[src/rtl/mem_arb_pkg.sv]
// Shared types for the two-port memory arbiter: FSM states, port index, port count.
package mem_arb_pkg;

    typedef enum logic [1:0] {
        IDLE,
        ACCESS,
        DONE
    } arb_state_t;

    typedef logic port_idx_t;

    localparam int NUM_PORTS = 2;

endpackage

[src/rtl/arb_rr_pick.sv]
// Combinational winner picker for two requesters; round-robin on ties by default.
// MEM_PORT_ARBITER_FIXED_PRIO_EN selects strict port-0 priority instead.
module arb_rr_pick
    import mem_arb_pkg::*;
(
    input  logic [NUM_PORTS-1:0] req,
    input  port_idx_t            last,
    output logic [NUM_PORTS-1:0] win
);

`ifdef MEM_PORT_ARBITER_FIXED_PRIO_EN
    port_idx_t unused_last;
    assign unused_last = last;

    always_comb begin
        win = '0;
        if (req[0]) begin
            win = 2'b01;
        end else if (req[1]) begin
            win = 2'b10;
        end
    end
`else
    // On a tie the port that was not served last goes next.
    always_comb begin
        win = req;
        if (req == 2'b11) begin
            win = last ? 2'b01 : 2'b10;
        end
    end
`endif

endmodule

[src/rtl/mem_port_arbiter.sv]
// Arbitrates a single-port memory between the CPU (port 0) and a loader (port 1).
// Define MEM_PORT_ARBITER_FIXED_PRIO_EN to give port 0 strict priority on ties.
module mem_port_arbiter
    import mem_arb_pkg::*;
#(
    parameter int ADDR_W   = 32,
    parameter int DATA_W   = 32,
    parameter int READ_LAT = 1
) (
    input  logic                 clock,
    input  logic                 reset,
    input  logic [NUM_PORTS-1:0] req,
    input  logic [NUM_PORTS-1:0] wr,
    input  logic [ADDR_W-1:0]    addr0,
    input  logic [ADDR_W-1:0]    addr1,
    input  logic [DATA_W-1:0]    wdata0,
    input  logic [DATA_W-1:0]    wdata1,
    output logic [NUM_PORTS-1:0] gnt,
    output logic [NUM_PORTS-1:0] done,
    output logic [DATA_W-1:0]    rdata,
    output logic                 busy,
    output logic [ADDR_W-1:0]    mem_addr,
    output logic                 mem_wr,
    output logic [DATA_W-1:0]    mem_wdata,
    input  logic [DATA_W-1:0]    mem_rdata
);

    localparam logic [2:0] LAT_LAST = 3'(READ_LAT - 1);

    arb_state_t           state_q, state_d;
    port_idx_t            idx_q, idx_d;
    port_idx_t            last_w;
    logic                 wr_q, wr_d;
    logic [2:0]           lat_q, lat_d;
    logic [ADDR_W-1:0]    mem_addr_q, mem_addr_d;
    logic [DATA_W-1:0]    mem_wdata_q, mem_wdata_d;
    logic                 mem_wr_q, mem_wr_d;
    logic [DATA_W-1:0]    rdata_q, rdata_d;
    logic [NUM_PORTS-1:0] win;

    arb_rr_pick u_pick (
        .req  (req),
        .last (last_w),
        .win  (win)
    );

`ifdef MEM_PORT_ARBITER_FIXED_PRIO_EN
    assign last_w = 1'b1;
`else
    port_idx_t last_q;

    always_ff @(posedge clock) begin
        if (reset) begin
            last_q <= 1'b1;
        end else if (state_q == DONE) begin
            last_q <= idx_q;
        end
    end

    assign last_w = last_q;
`endif

    always_ff @(posedge clock) begin
        if (reset) begin
            state_q     <= IDLE;
            idx_q       <= 1'b0;
            wr_q        <= 1'b0;
            lat_q       <= '0;
            mem_addr_q  <= '0;
            mem_wdata_q <= '0;
            mem_wr_q    <= 1'b0;
            rdata_q     <= '0;
        end else begin
            state_q     <= state_d;
            idx_q       <= idx_d;
            wr_q        <= wr_d;
            lat_q       <= lat_d;
            mem_addr_q  <= mem_addr_d;
            mem_wdata_q <= mem_wdata_d;
            mem_wr_q    <= mem_wr_d;
            rdata_q     <= rdata_d;
        end
    end

    always_comb begin
        state_d     = state_q;
        idx_d       = idx_q;
        wr_d        = wr_q;
        lat_d       = lat_q;
        mem_addr_d  = mem_addr_q;
        mem_wdata_d = mem_wdata_q;
        mem_wr_d    = 1'b0;
        rdata_d     = rdata_q;
        gnt         = '0;
        done        = '0;
        busy        = 1'b0;
        rdata       = rdata_q;

        unique case (state_q)
            IDLE: begin
                if (|req) begin
                    gnt         = win;
                    busy        = 1'b1;
                    idx_d       = win[1];
                    wr_d        = wr[win[1]];
                    mem_addr_d  = win[1] ? addr1 : addr0;
                    mem_wdata_d = win[1] ? wdata1 : wdata0;
                    mem_wr_d    = wr[win[1]];
                    lat_d       = '0;
                    state_d     = ACCESS;
                end
            end
            ACCESS: begin
                busy  = 1'b1;
                lat_d = lat_q + 3'd1;
                if (lat_q == LAT_LAST) begin
                    state_d = DONE;
                end
            end
            DONE: begin
                busy    = 1'b1;
                done    = idx_q ? 2'b10 : 2'b01;
                state_d = IDLE;
                // Read data is forwarded in the done cycle and held afterwards.
                if (!wr_q) begin
                    rdata   = mem_rdata;
                    rdata_d = mem_rdata;
                end
            end
            default: state_d = IDLE;
        endcase

        if (reset) begin
            gnt   = '0;
            done  = '0;
            busy  = 1'b0;
            rdata = rdata_q;
        end
    end

    assign mem_addr  = mem_addr_q;
    assign mem_wdata = mem_wdata_q;
    assign mem_wr    = mem_wr_q & ~reset;

endmodule
[config.mk]
export PLATFORM = sky130hd
export DESIGN_NAME = mem_port_arbiter
export DESIGN_NICKNAME = d
export VERILOG_FILES = /design/src/rtl/mem_arb_pkg.sv /design/src/rtl/arb_rr_pick.sv /design/src/rtl/mem_port_arbiter.sv
export SDC_FILE = /design/constraint.sdc
export NUM_CORES = 1
export LEC_CHECK = 0
export ABC_AREA = 1
export CAP_MARGIN = 25
export CORE_ASPECT_RATIO = 0.7
export CORE_MARGIN = 5
export CORE_UTILIZATION = 41
export DETAILED_ROUTE_END_ITERATION = 10
export GPL_ROUTABILITY_DRIVEN = 0
export PLACE_DENSITY = 0.82
export SYNTH_ARGS = -nofsm -noshare
export SYNTH_HDL_FRONTEND = slang
export SYNTH_SLANG_ARGS = --single-unit
[constraint.sdc]
create_clock -name clock -period 2 [get_ports clock]
set_input_delay 0.6 -clock clock [delete_from_list [all_inputs] [get_ports clock]]
set_output_delay 0.6 -clock clock [all_outputs]
set_load 0.03 [all_outputs]
# After elaboration in Yosys (flattened, before gate mapping)

Cells that the tools add are included.

$lt $le $gt $ge: 1
Add/sub/neg operators: 1
Eq/ne operators: 5
Multiplexer cells: 23
Bitwise gates (word level): 4
Reductions and logical operators: 9

Operators with widths:

| cell                | number |
|---|---|
| $mux 32             | 5 |
| $mux 2              | 10 |
| $pmux 3 s2          | 1 |
| $reduce_and 2->1    | 3 |
| $eq 2x2->1 const B  | 2 |
| $mux 1              | 4 |
| $ne 2x2->1 const B  | 2 |
| $pmux 2 s2          | 1 |
| $reduce_or 2->1     | 2 |
| $add 3x1->3 const B | 1 |
| $logic_not 3->1     | 1 |
| $mux 3              | 1 |
| $not 1->1           | 3 |
| $reduce_or 3->1     | 1 |
| $eq 2x1->1 const B  | 1 |
| $logic_not 2->1     | 1 |
| $lt 1x2->1 const B  | 1 |
| $pmux 1 s2          | 1 |
| $reduce_bool 2->1   | 1 |
| $and 1x1->1         | 1 |

Flip-flop bits (word level): 105
Input bits: 166

# Depth between registers and ports, before layout

Depth in word-level cells: 5
Gate-level depth with buffers: 10
Depth with buffers taken out: 8

# Modules after synthesis

A second synthesis with hierarchy kept.

Cells, all modules: 768
Area, all modules: 4922.2 sq um

Modules (own cells, without submodules):

| module           | seq. area each (sq um) | cells each | instances | area an instance (sq um) |
|---|---|---|---|---|
| mem_port_arbiter | 2102.0                 | 763        | 1         | 4901.0 |
| arb_rr_pick      | 0.0                    | 5          | 1         | 21.3 |

# Least setup slack after synthesis

No wires, ideal clock.

Path kind: input-to-output
Start: in reset
End: out rdata[24]
Arrival: 1.861 ns
Slack: -0.461 ns
Required time: 1.400 ns
Path buffers: 2
Cell stages on the path: 5
Path through: buf_2 -> inv_1 -> clkbuf_2 -> o21ai_0 -> o21ai_0

Cells in the longest elaborated chain, start to end: 1

Ends and longest elaborated chain:

| what        | RTL line                | text |
|---|---|---|
| from (decl) | mem_port_arbiter.sv:11  | `input logic reset,` |
| $mux 32     | mem_port_arbiter.sv:133 | `if (reset) begin` |
| to (decl)   | mem_port_arbiter.sv:20  | `output logic [DATA_W-1:0] rdata,` |

Every way passes these cells.

# Worst setup path in the final report

Start: reg state_q[0]
End: out rdata[22]

Cells in the longest elaborated chain, start to end: 3

Ends and longest elaborated chain:

| what                   | RTL line                | text |
|---|---|---|
| from (decl)            | mem_port_arbiter.sv:30  | `arb_state_t state_q, state_d;` |
| from (signal assigned) | mem_port_arbiter.sv:74  | `state_q <= state_d;` |
| $eq 2x2->1             | mem_port_arbiter.sv:99  | `unique case (state_q)` |
| $mux 32                | mem_port_arbiter.sv:99  |  |
| $mux 32                | mem_port_arbiter.sv:133 |  |

Every way passes these cells.

==> qor.yml <==
status: "complete, but fails checks"
violations: "setup timing"
wl_per_cell_um: 15.3
yosysWarnings: 0
io_pins: 268
grt_max_degree: 70
area_growth_pct: 76.6
worst-setup-path-type: "flip-flop to output port"
synth-seq-cells: 105
p_comb_frac: 0.463
setup.worst_path.start_class: "flip-flop"
crit_arrival_ns: 1.62
die_h_um: 105
final_layout_size_suffix_gt1_frac: 0.198
drv_slew: 0
tightestPinTransition_ns: 0.388
postCtsHoldBufs: 0
hpwl_um: 13800
diodes: 0
tns_ns: -6.32
final_core_util: 0.749
ys_seq_area_frac: 0.394
fin_crit_sh: 1.11
drtPass1Iterations: 5
cts_sinks: 105
path_clk_slew_ns: 0.07
grt_pass1_vias: 6238
ir_worst_vdd_v: 0.000562
grt_use_total: 0.247
grt_pass1_wl_um: 31300
r2r_cells: 10
cts_max_level: 3
intPower_mw: 5.04
period_needed_ns: 2.22
detail-route-antenna-nets: 0
dieArea_mm2: 0.0154
cp-end-kind: "output port"
synth_area_mm2: 0.00534
startpoint: "state_q[0]$_SDFFE_PP0P_"
syn_area_per_cell_um2: 6.29
drt_wl_total_um: 19800
overflow: 0
syn_inst: 848
cap_violations: 0
syn-num-nets: 1022
synth_cell_types: 20
cts_buffer_depth: 2
core_area_mm2: 0.0126
pwr-share-seq: 0.321
rows: 34
critPathCapture: "rdata[22]"
r2r_start: "state_q[1]$_SDFFE_PP0P_"
p_leak_nw: 4.74
vias: 6333
clock_latency_ns: 0.34
cts_tree: "done"
rsz0062_at_grt: "true"
finalClockSkew_ns: 0.00572
antenna_found_initial: 0
numCtsBuffers: 9
hp-class: "flip-flop to flip-flop"
crit_required_ns: 1.40
fin_nets: 1298
whs_ns: 0.501
layout_setup_ws_ns: -0.225
r2r_end: "mem_addr[29]$_SDFFE_PP0N_"
fp.dieW_um: 146
powerDensity_mw_per_mm2: 866
fmax_mhz: 449
r2r_slack_ns: 0.28
drt_iter0_markers: 268
hold_violations: 0
cts-root-buf: "clkbuf_16"
p_total_mw: 8.17
final-setup-viol-count: 37
switching_share: 0.383
maxSlewHeadroom: 0.741
crit_path_max_fanout: 8
switchingPower_mw: 3.13
clkPwrFrac: 0.217
fin_area_mm2: 0.00943
placed_cell_area_mm2: 0.00846
io_buffers: 267
start_util: 0.424
vias_per_cell: 4.91
route.detailed.drc: 0
==> how the worst min path moves through the flow <==
stage                   startpoint                   to  cells after the start
3_3_place_gp     wr_q$_SDFFE_PP0N_    wr_q$_SDFFE_PP0N_                      2
6_report         wr_q$_SDFFE_PP0N_    wr_q$_SDFFE_PP0N_                      2
5_1_grt          wr_q$_SDFFE_PP0N_    wr_q$_SDFFE_PP0N_                      2
3_5_place_dp     wr_q$_SDFFE_PP0N_    wr_q$_SDFFE_PP0N_                      2
2_1_floorplan  last_q$_SDFFE_PP1N_  last_q$_SDFFE_PP1N_                      2
4_1_cts          wr_q$_SDFFE_PP0N_    wr_q$_SDFFE_PP0N_                      2
==> cells by family after synthesis <==
logic type               count (synthesis)  synth area share
AO/OA/AOI/OAI                           71            0.0668
AND/OR/NAND/NOR                        526             0.404
flip-flops                             105             0.394
buffers and inverters                  138             0.117
adder cells (fa/ha/maj)                  8            0.0188
==> state kept, by name (all words and copies together) (netlist names) <==
name,count
lat_q,3
last_q,1
mem_wr_q,1
idx_q,1
mem_wdata,32
wr_q,1
rdata_q,32
state_q,2
mem_addr,32
==> cells in the final DEF, fill, tap and decap left out, types with 6 or more instances in the layout <==
master and instances:
dlymetal6s2s_1 27, ha_1 6, nor2_1 163, nor2_2 22, buf_6 34, clkbuf_16 9
dfxtp_1 103, o21ai_2 58, nand3_1 139, buf_12 14, clkdlybuf4s50_1 194, nor2_4 16
nand2_1 179, inv_1 77, buf_4 43
==> power by group through the flow <==
stage | registers [mW] | logic [mW] | clock network, mW
after floorplan | 3.10 | 1.64 | 0
after global placement | 2.62 | 3.41 | 0
after detailed placement | 2.64 | 3.46 | 0
after CTS | 2.62 | 3.77 | 1.81
after global routing | 2.66 | 4.07 | 1.88
final | 2.62 | 3.78 | 1.77
==> stage by stage <==
stage          instances  setup slack [ns]
2_1_floorplan        848            -0.138
3_3_place_gp        1267            -0.338
3_5_place_dp        1267            -0.378
4_1_cts             1290            -0.198
5_1_grt             1291            -0.299
6_report            1291            -0.225
==> per-layer routing <==
layer  wire [µm]  vias up  global-route usage  part of all wire
li1            -     3205                   -                 -
met1        7930     2837               0.293              0.40
met2        9500      255               0.428              0.48
met3        1910       36              0.0845             0.097
met4         463        0              0.0711             0.023
met5           0        -                   0                 0
==> synth_stat cells, drive strengths merged <==
cell      n  area share
clkbuf   13      0.0094
a31oi     1      0.0012
dfxtp   105        0.39
buf      43       0.050
inv      82       0.058
nor2    201        0.14
nand3   139        0.13
ha        8       0.019
o21ai    65       0.061
nand4     1      0.0012
a21oi     5      0.0047
nand2   184        0.13
nor3      1     0.00094
==> layout make-up <==
type                    instances  area [µm²]
clock buffers                  10         229
well taps                     162         203
clock inverters                 6        67.6
repair buffers                321        3380
fillers                       946        3160
multi-input cells             605        3110
flip-flops and latches        105        2100
inverters                      82         325
==> worst max-delay path: stages, from the launching register on <==
cell	delay (ns)
dfxtp_2	0.33
inv_2	0.08
ha_4	0.17
nand2_8	0.09
inv_12	0.10
buf_16	0.16
nor2_4	0.05
o21ai_2	0.15
buf_6	0.16
==> repair_timing <==
| item | 4_1_cts | 5_1_grt |
|---|---|---|
| endpoints found under the setup margin | 42 | 64 |
| pin swaps | 11 | 5 |
| resized for setup | 166 | 27 |
| setup buffers | 5 | 1 |
| gates cloned | 2 | 0 |
(Power assumes the default switching activity.)
